**src/rtl/wir_ctrl.sv**
```systemverilog
// IEEE 1500 wrapper instruction register and WSP sequencer for one wrapped core.
// Optional feature: define WIR_PARITY_EN to add an even-parity bit to the WIR shift path.
module wir_ctrl #(
    parameter int WIR_WIDTH = 3
) (
    input  logic                 wrck,
    input  logic                 wrstn,
    input  logic                 selectwir,
    input  logic                 capturewr,
    input  logic                 shiftwr,
    input  logic                 updatewr,
    input  logic                 wsi,
    input  logic                 wby_wso,
    input  logic                 wbr_wso,
    output logic                 wso,
    output logic                 shiftwby,
    output logic                 capturewbr,
    output logic                 shiftwbr,
    output logic                 updatewbr,
    output logic [WIR_WIDTH-1:0] wir_inst,
    output logic [1:0]           wrap_mode,
    output logic                 proto_err
);

`ifdef WIR_PARITY_EN
    localparam int SR_W = WIR_WIDTH + 1;
    localparam logic [SR_W-1:0] CAP_VAL = {1'b1, WIR_WIDTH'(2'b01)};
`else
    localparam int SR_W = WIR_WIDTH;
    localparam logic [SR_W-1:0] CAP_VAL = SR_W'(2'b01);
`endif

    localparam logic [WIR_WIDTH-1:0] WS_EXTEST  = WIR_WIDTH'(1);
    localparam logic [WIR_WIDTH-1:0] WS_INTEST  = WIR_WIDTH'(2);
    localparam logic [WIR_WIDTH-1:0] WS_SAFE    = WIR_WIDTH'(3);
    localparam logic [WIR_WIDTH-1:0] WS_PRELOAD = WIR_WIDTH'(4);

    typedef enum logic [1:0] {
        ST_IDLE,
        ST_CAPTURE,
        ST_SHIFT,
        ST_UPDATE
    } state_t;

    state_t                r_state;
    logic [SR_W-1:0]       r_sr;
    logic [WIR_WIDTH-1:0]  r_wir_inst;
    logic                  r_wso;
    logic                  r_err_pos;
    logic                  r_err_neg;
    logic                  r_err_cycle;

    logic                  w_multi;
    logic                  w_byp;
    logic                  w_ops_en;
    logic [1:0]            w_mode;

    assign w_multi = (capturewr & shiftwr) | (capturewr & updatewr) | (shiftwr & updatewr);

    // NOTE: every variable gets a default at the top of always_comb so no path can infer a latch.
    always_comb begin
        w_byp  = 1'b1;
        w_mode = 2'b00;
        case (r_wir_inst)
            WS_EXTEST:  begin w_byp = 1'b0; w_mode = 2'b01; end
            WS_INTEST:  begin w_byp = 1'b0; w_mode = 2'b10; end
            WS_SAFE:    begin w_byp = 1'b0; w_mode = 2'b11; end
            WS_PRELOAD: begin w_byp = 1'b0; w_mode = 2'b00; end
            default:    begin w_byp = 1'b1; w_mode = 2'b00; end
        endcase
    end

    // Data-register enables are forced low in reset and on a conflicting-op cycle.
    assign w_ops_en   = wrstn & ~selectwir & ~w_multi;
    assign shiftwby   = w_ops_en & shiftwr   &  w_byp;
    assign capturewbr = w_ops_en & capturewr & ~w_byp;
    assign shiftwbr   = w_ops_en & shiftwr   & ~w_byp;
    assign updatewbr  = w_ops_en & updatewr  & ~w_byp;

    // NOTE: sequential state uses non-blocking assignments so every flop samples pre-edge values.
    always_ff @(posedge wrck or negedge wrstn) begin
        if (!wrstn) begin
            r_state     <= ST_IDLE;
            r_sr        <= '0;
            r_err_pos   <= 1'b0;
            r_err_cycle <= 1'b0;
        end else begin
            r_err_cycle <= w_multi;
            if (w_multi) begin
                r_err_pos <= 1'b1;
                r_state   <= ST_IDLE;
            end else begin
                if (selectwir && capturewr) begin
                    r_sr <= CAP_VAL;
                end else if (selectwir && shiftwr) begin
                    r_sr <= {wsi, r_sr[SR_W-1:1]};
                end
                case (r_state)
                    ST_IDLE: begin
                        if (capturewr) r_state <= ST_CAPTURE;
                    end
                    ST_CAPTURE: begin
                        if (shiftwr)       r_state <= ST_SHIFT;
                        else if (updatewr) r_state <= ST_UPDATE;
                    end
                    ST_SHIFT: begin
                        if (updatewr)       r_state <= ST_UPDATE;
                        else if (capturewr) r_state <= ST_CAPTURE;
                    end
                    ST_UPDATE: begin
                        if (capturewr)     r_state <= ST_CAPTURE;
                        else if (!shiftwr) r_state <= ST_IDLE;
                    end
                    default: r_state <= ST_IDLE;
                endcase
            end
        end
    end

    // Update and WSO retiming happen on the falling edge, half a cycle after capture/shift.
    always_ff @(negedge wrck or negedge wrstn) begin
        if (!wrstn) begin
            r_wir_inst <= '0;
            r_wso      <= 1'b0;
            r_err_neg  <= 1'b0;
        end else begin
            r_wso <= selectwir ? r_sr[0] : (w_byp ? wby_wso : wbr_wso);
            if (selectwir && updatewr && !r_err_cycle) begin
`ifdef WIR_PARITY_EN
                if (^r_sr) r_err_neg  <= 1'b1;
                else       r_wir_inst <= r_sr[WIR_WIDTH-1:0];
`else
                r_wir_inst <= r_sr;
`endif
            end
        end
    end

    assign wso       = r_wso;
    assign wir_inst  = r_wir_inst;
    assign wrap_mode = w_mode;
    assign proto_err = r_err_pos | r_err_neg;

endmodule

```
**config.mk**
```make
export PLATFORM = sky130hd
export DESIGN_NAME = wir_ctrl
export DESIGN_NICKNAME = d
export VERILOG_FILES = /design/src/rtl/wir_ctrl.sv
export SDC_FILE = /design/constraint.sdc
export NUM_CORES = 1
export LEC_CHECK = 0
export ABC_AREA = 1
export BUFFER_PORTS_ARGS = -buffer_cell sky130_fd_sc_hd__buf_2
export CORE_AREA = 2 2 39 41
export DETAILED_ROUTE_END_ITERATION = 10
export DIE_AREA = 0 0 41 43
export PLACE_DENSITY = 0.69
export SLEW_MARGIN = 30
export SYNTH_ARGS = -nofsm -noshare
export SYNTH_HDL_FRONTEND = slang
export SYNTH_SLANG_ARGS = --single-unit
```
**constraint.sdc**
```tcl
create_clock -name wrck -period 1.16 [get_ports wrck]
set_input_delay 0.058 -clock wrck [delete_from_list [all_inputs] [get_ports wrck]]
set_output_delay 0.058 -clock wrck [all_outputs]
set_load 0.05 [all_outputs]
```
After elaboration in Yosys (flattened, before gate mapping)
Index checks and enable logic that the tools add are counted.
{ "classes": {"reduce_logical": 8, "n_mux": 6, "bitwise": 17, "n_eq_ne": 4} }
{ "ops": {"columns": ["op", "n"], "rows": [
  ["AND 1 bit", 12],
  ["equality test 3 x 2 -> 1 bit (second input constant)", 2],
  ["two-way mux 3 bit", 2],
  ["case mux 2 bit (3 select lines)", 1],
  ["logical AND 1 bit", 4],
  ["OR reduction 4 bit", 1],
  ["equality test 3 x 1 -> 1 bit (second input constant)", 1],
  ["equality test 3 bit (second input constant)", 1],
  ["two-way mux 1 bit", 3],
  ["OR 1 bit", 3],
  ["NOT 1 bit", 2],
  ["AND reduction 2 bit", 1],
  ["nonzero test 2 bit", 1],
  ["zero test 1 bit", 1]
]} }
{ "word_totals": {"out_inout_bits": 11, "elab_cells": 40, "inputBits": 9, "ff_bits": 9} }

Longest topological paths before layout
{ "logic_depth": {"depth_word": 7, "depth_mapped": 7, "mapped_depth_nobuf": 7} }

==> impl_metrics.toml <==
[run_status]
status = "finished with violations"
violations = "negative setup slack"

[synth]
yosys-top-cells-count = "21 x nand2_1, 9 x inv_1, 9 x nor2_1"
synth_area_leaders = "dfrtn_1 22%, dfrtp_1 22%, nand2_1 18%, inv_1 7.5%, nor2_1 7.5%"
yosysMostFrequentCell = "nand2_1"
synth_seq_cells = 8
syn_avg_cell_area_um2 = 6.91
ys_warn_count = 1
synth.cell_area_um2 = 449
yosysSeqAreaShare = 0.446
syn_nets = 74
syn_inst = 65
synth.largest_area_cell = "dfrtn_1"
synthFlopType = "dfrtp_1"
synth-edff-count = 0
synth_cell_types = 16
synth_top_area_frac = 0.223
ys_async_sr_fraction = 1.00

[floorplan]
dieArea_mm2 = 0.00176
fp-row-count = 14
fp.coreArea_mm2 = 0.00138
io_pins = 20
start_util = 0.325
die_w_um = 41
die_h_um = 43

[drt]
drc = 0
via_count = 537
route.detailed.wl_per_inst_um = 10.5
avgViaCountPerCell = 4.55
ant_nets = 0
drt_wl_total_um = 1240
drt_iter0_markers = 4
drt-pass1-iter-count = 2

[clocking]
clock-sinks = 8
clock_path_buffers = 2
cts_tree = "built"
clk_latency_ps = 260
root_buffer = "clkbuf_4"
clkTransAtPathRegs_ps = 60
h-tree-depth = 1
cts_buffers = 3

[place]
io_buffers = 18
dp_cells = 109
place_congestion = 0.752
place_area_um2 = 666
hpwlAfterDp_um = 857

[layout]
areaGrowthSynthToFinish_pct = 83.3
fin_cells = 118
ff_latch_area_um2 = 200
fill_cells = 129
final_nets = 112
finalInstanceArea_um2 = 823
num_antenna_cells = 0
final_layout_size_suffix_gt1_frac = 0.510
multiInputGateArea_um2 = 245

[global_route]
grt_pass1_vias = 480
grt_first_pass_wirelength_um = 1900
grt_usage = 0.164
grt_max_degree = 9
antenna_found_initial = 0
overflow = 0

[setup_path]
worstPathRequired_ps = 1100
slowest_delay_ps = 430
path_class = "reg -> out"
critPathSlowestCell = "dfrtn_1"
r2r-start = "r_err_cycle"
start_kind = "register"
crit_path_frequent_cell = "inv_2"
crit_arrival_ps = 1990
crit_start = "wir_inst[0]"
end_kind = "primary output"
path_cells = "inv_2 -> nor2_1 -> nand2_1 -> nand3_2 -> inv_2 -> nor3_4 -> buf_6"
path_max_fanout = 4

[sta]
finClkSkew_ps = 10.4
hold_viol = 0
rsz0062_at_grt = "yes"
finalSetupViolCount = 14
finalMaxSlewViolations = 0
worst_slack_ps = -883
whs_ps = 53.1

[power]
power.density_mw_per_mm2 = 1680
power.share.combinational = 0.553
p_switching_uw = 600
power.internal_uw = 782
swShare = 0.434
ir_worst_vdd_uv = 812
power.share.clock = 0.167
leakagePower_uw = 0.000447
seqPwrFrac = 0.280

[hold_path]
hp-start = "wsi"
min_path_type = "in -> reg"

[flow_run]
maxCapViolations = 0
==> critical path: cells and delay by family, from the launching register on <==
| family | cells | cell delay (ps) |
|---|---|---|
| and+or+nand+nor | 4 | 410 |
| buffers and inverters | 3 | 290 |
| DFF | 1 | 430 |
==> flip-flops by register name (all words and copies together) (netlist names) <==
| name | count |
|---|---|
| r_err_cycle | 1 |
| r_sr | 3 |
| wir_inst | 3 |
| wso | 1 |
==> path summary, 6_finish.rpt <==
kind	end	slack, ps	depth (start not counted)
min reg2reg	r_sr[1]	610	3
min in group asynchronous	r_err_cycle	270	3
max	capturewbr	-880	7
min	r_sr[2]	50	3
max in group asynchronous	wir_inst[2]	270	3
max reg2reg	wir_inst[2]	-290	4
==> per-stage QoR <==
step           setup TNS, ps  worst slack [ps]  power, uW  utilization
6_report               -7130              -883       1380        0.595
3_5_place_dp           -5050              -732        994        0.481
4_1_cts                -7110              -873       1350        0.570
5_1_grt                -7870              -972       1480        0.595
2_1_floorplan          -6980             -1060        792            -
3_3_place_gp           -4890              -697        980        0.481
==> per-layer routing <==
layer / vias to the layer above / global-route usage / part of all wire
met5: - / 0 / 0
met4: 0 / 0.0800 / 0.014
met3: 2 / 0.0628 / 0.048
li1: 273 / - / -
met1: 246 / 0.172 / 0.38
met2: 16 / 0.269 / 0.56
==> cells in the final DEF, fill, tap and decap left out <==
cell type	count
nand2_1	19
buf_4	14
buf_2	9
inv_1	5
nor2_1	5
buf_6	5
buf_8	5
inv_2	4
dfrtp_1	4
dfrtn_1	4
nor2_4	3
nand2_2	3
nand3_1	3
o21ai_1	3
a21oi_1	3
clkbuf_4	3
nor2_2	2
inv_4	1
o21ai_2	1
nand3_2	1
nor3_4	1
nand4_1	1
conb_1	1
clkbuf_1	1
dlygate4sd3_1	1
==> cells by family after synthesis <==
| kind of cell | count (synthesis) | share of synthesized area |
|---|---|---|
| buf+inv | 11 | 0.100 |
| flops | 8 | 0.446 |
| compound gates | 7 | 0.0863 |
| simple gates | 38 | 0.359 |
| other cells | 1 | 0.00835 |
==> area by class of cell <==
cell class / instances / area share
well taps: 16 / 0.0243
flip-flops and latches: 8 / 0.243
inverters: 10 / 0.0486
multi-input cells: 46 / 0.298
clock buffers: 4 / 0.0319
repair buffers: 34 / 0.354
==> what timing repair did <==
action	4_1_cts	5_1_grt
setup buffers	2	2
gates cloned	0	0
pin swaps	4	1
resized for setup	22	8
hold buffers	1	0
endpoints found under the hold margin	4	0
endpoints found under the setup margin	14	14
==> power groups by stage <==
stage	sequential, uW	clock, uW	combinational, uW
floorplan	513	0	279
global placement	387	0	594
detailed placement	388	0	605
CTS	384	244	719
global route	394	263	821
finish	387	231	764
(Power assumes the default switching activity.)
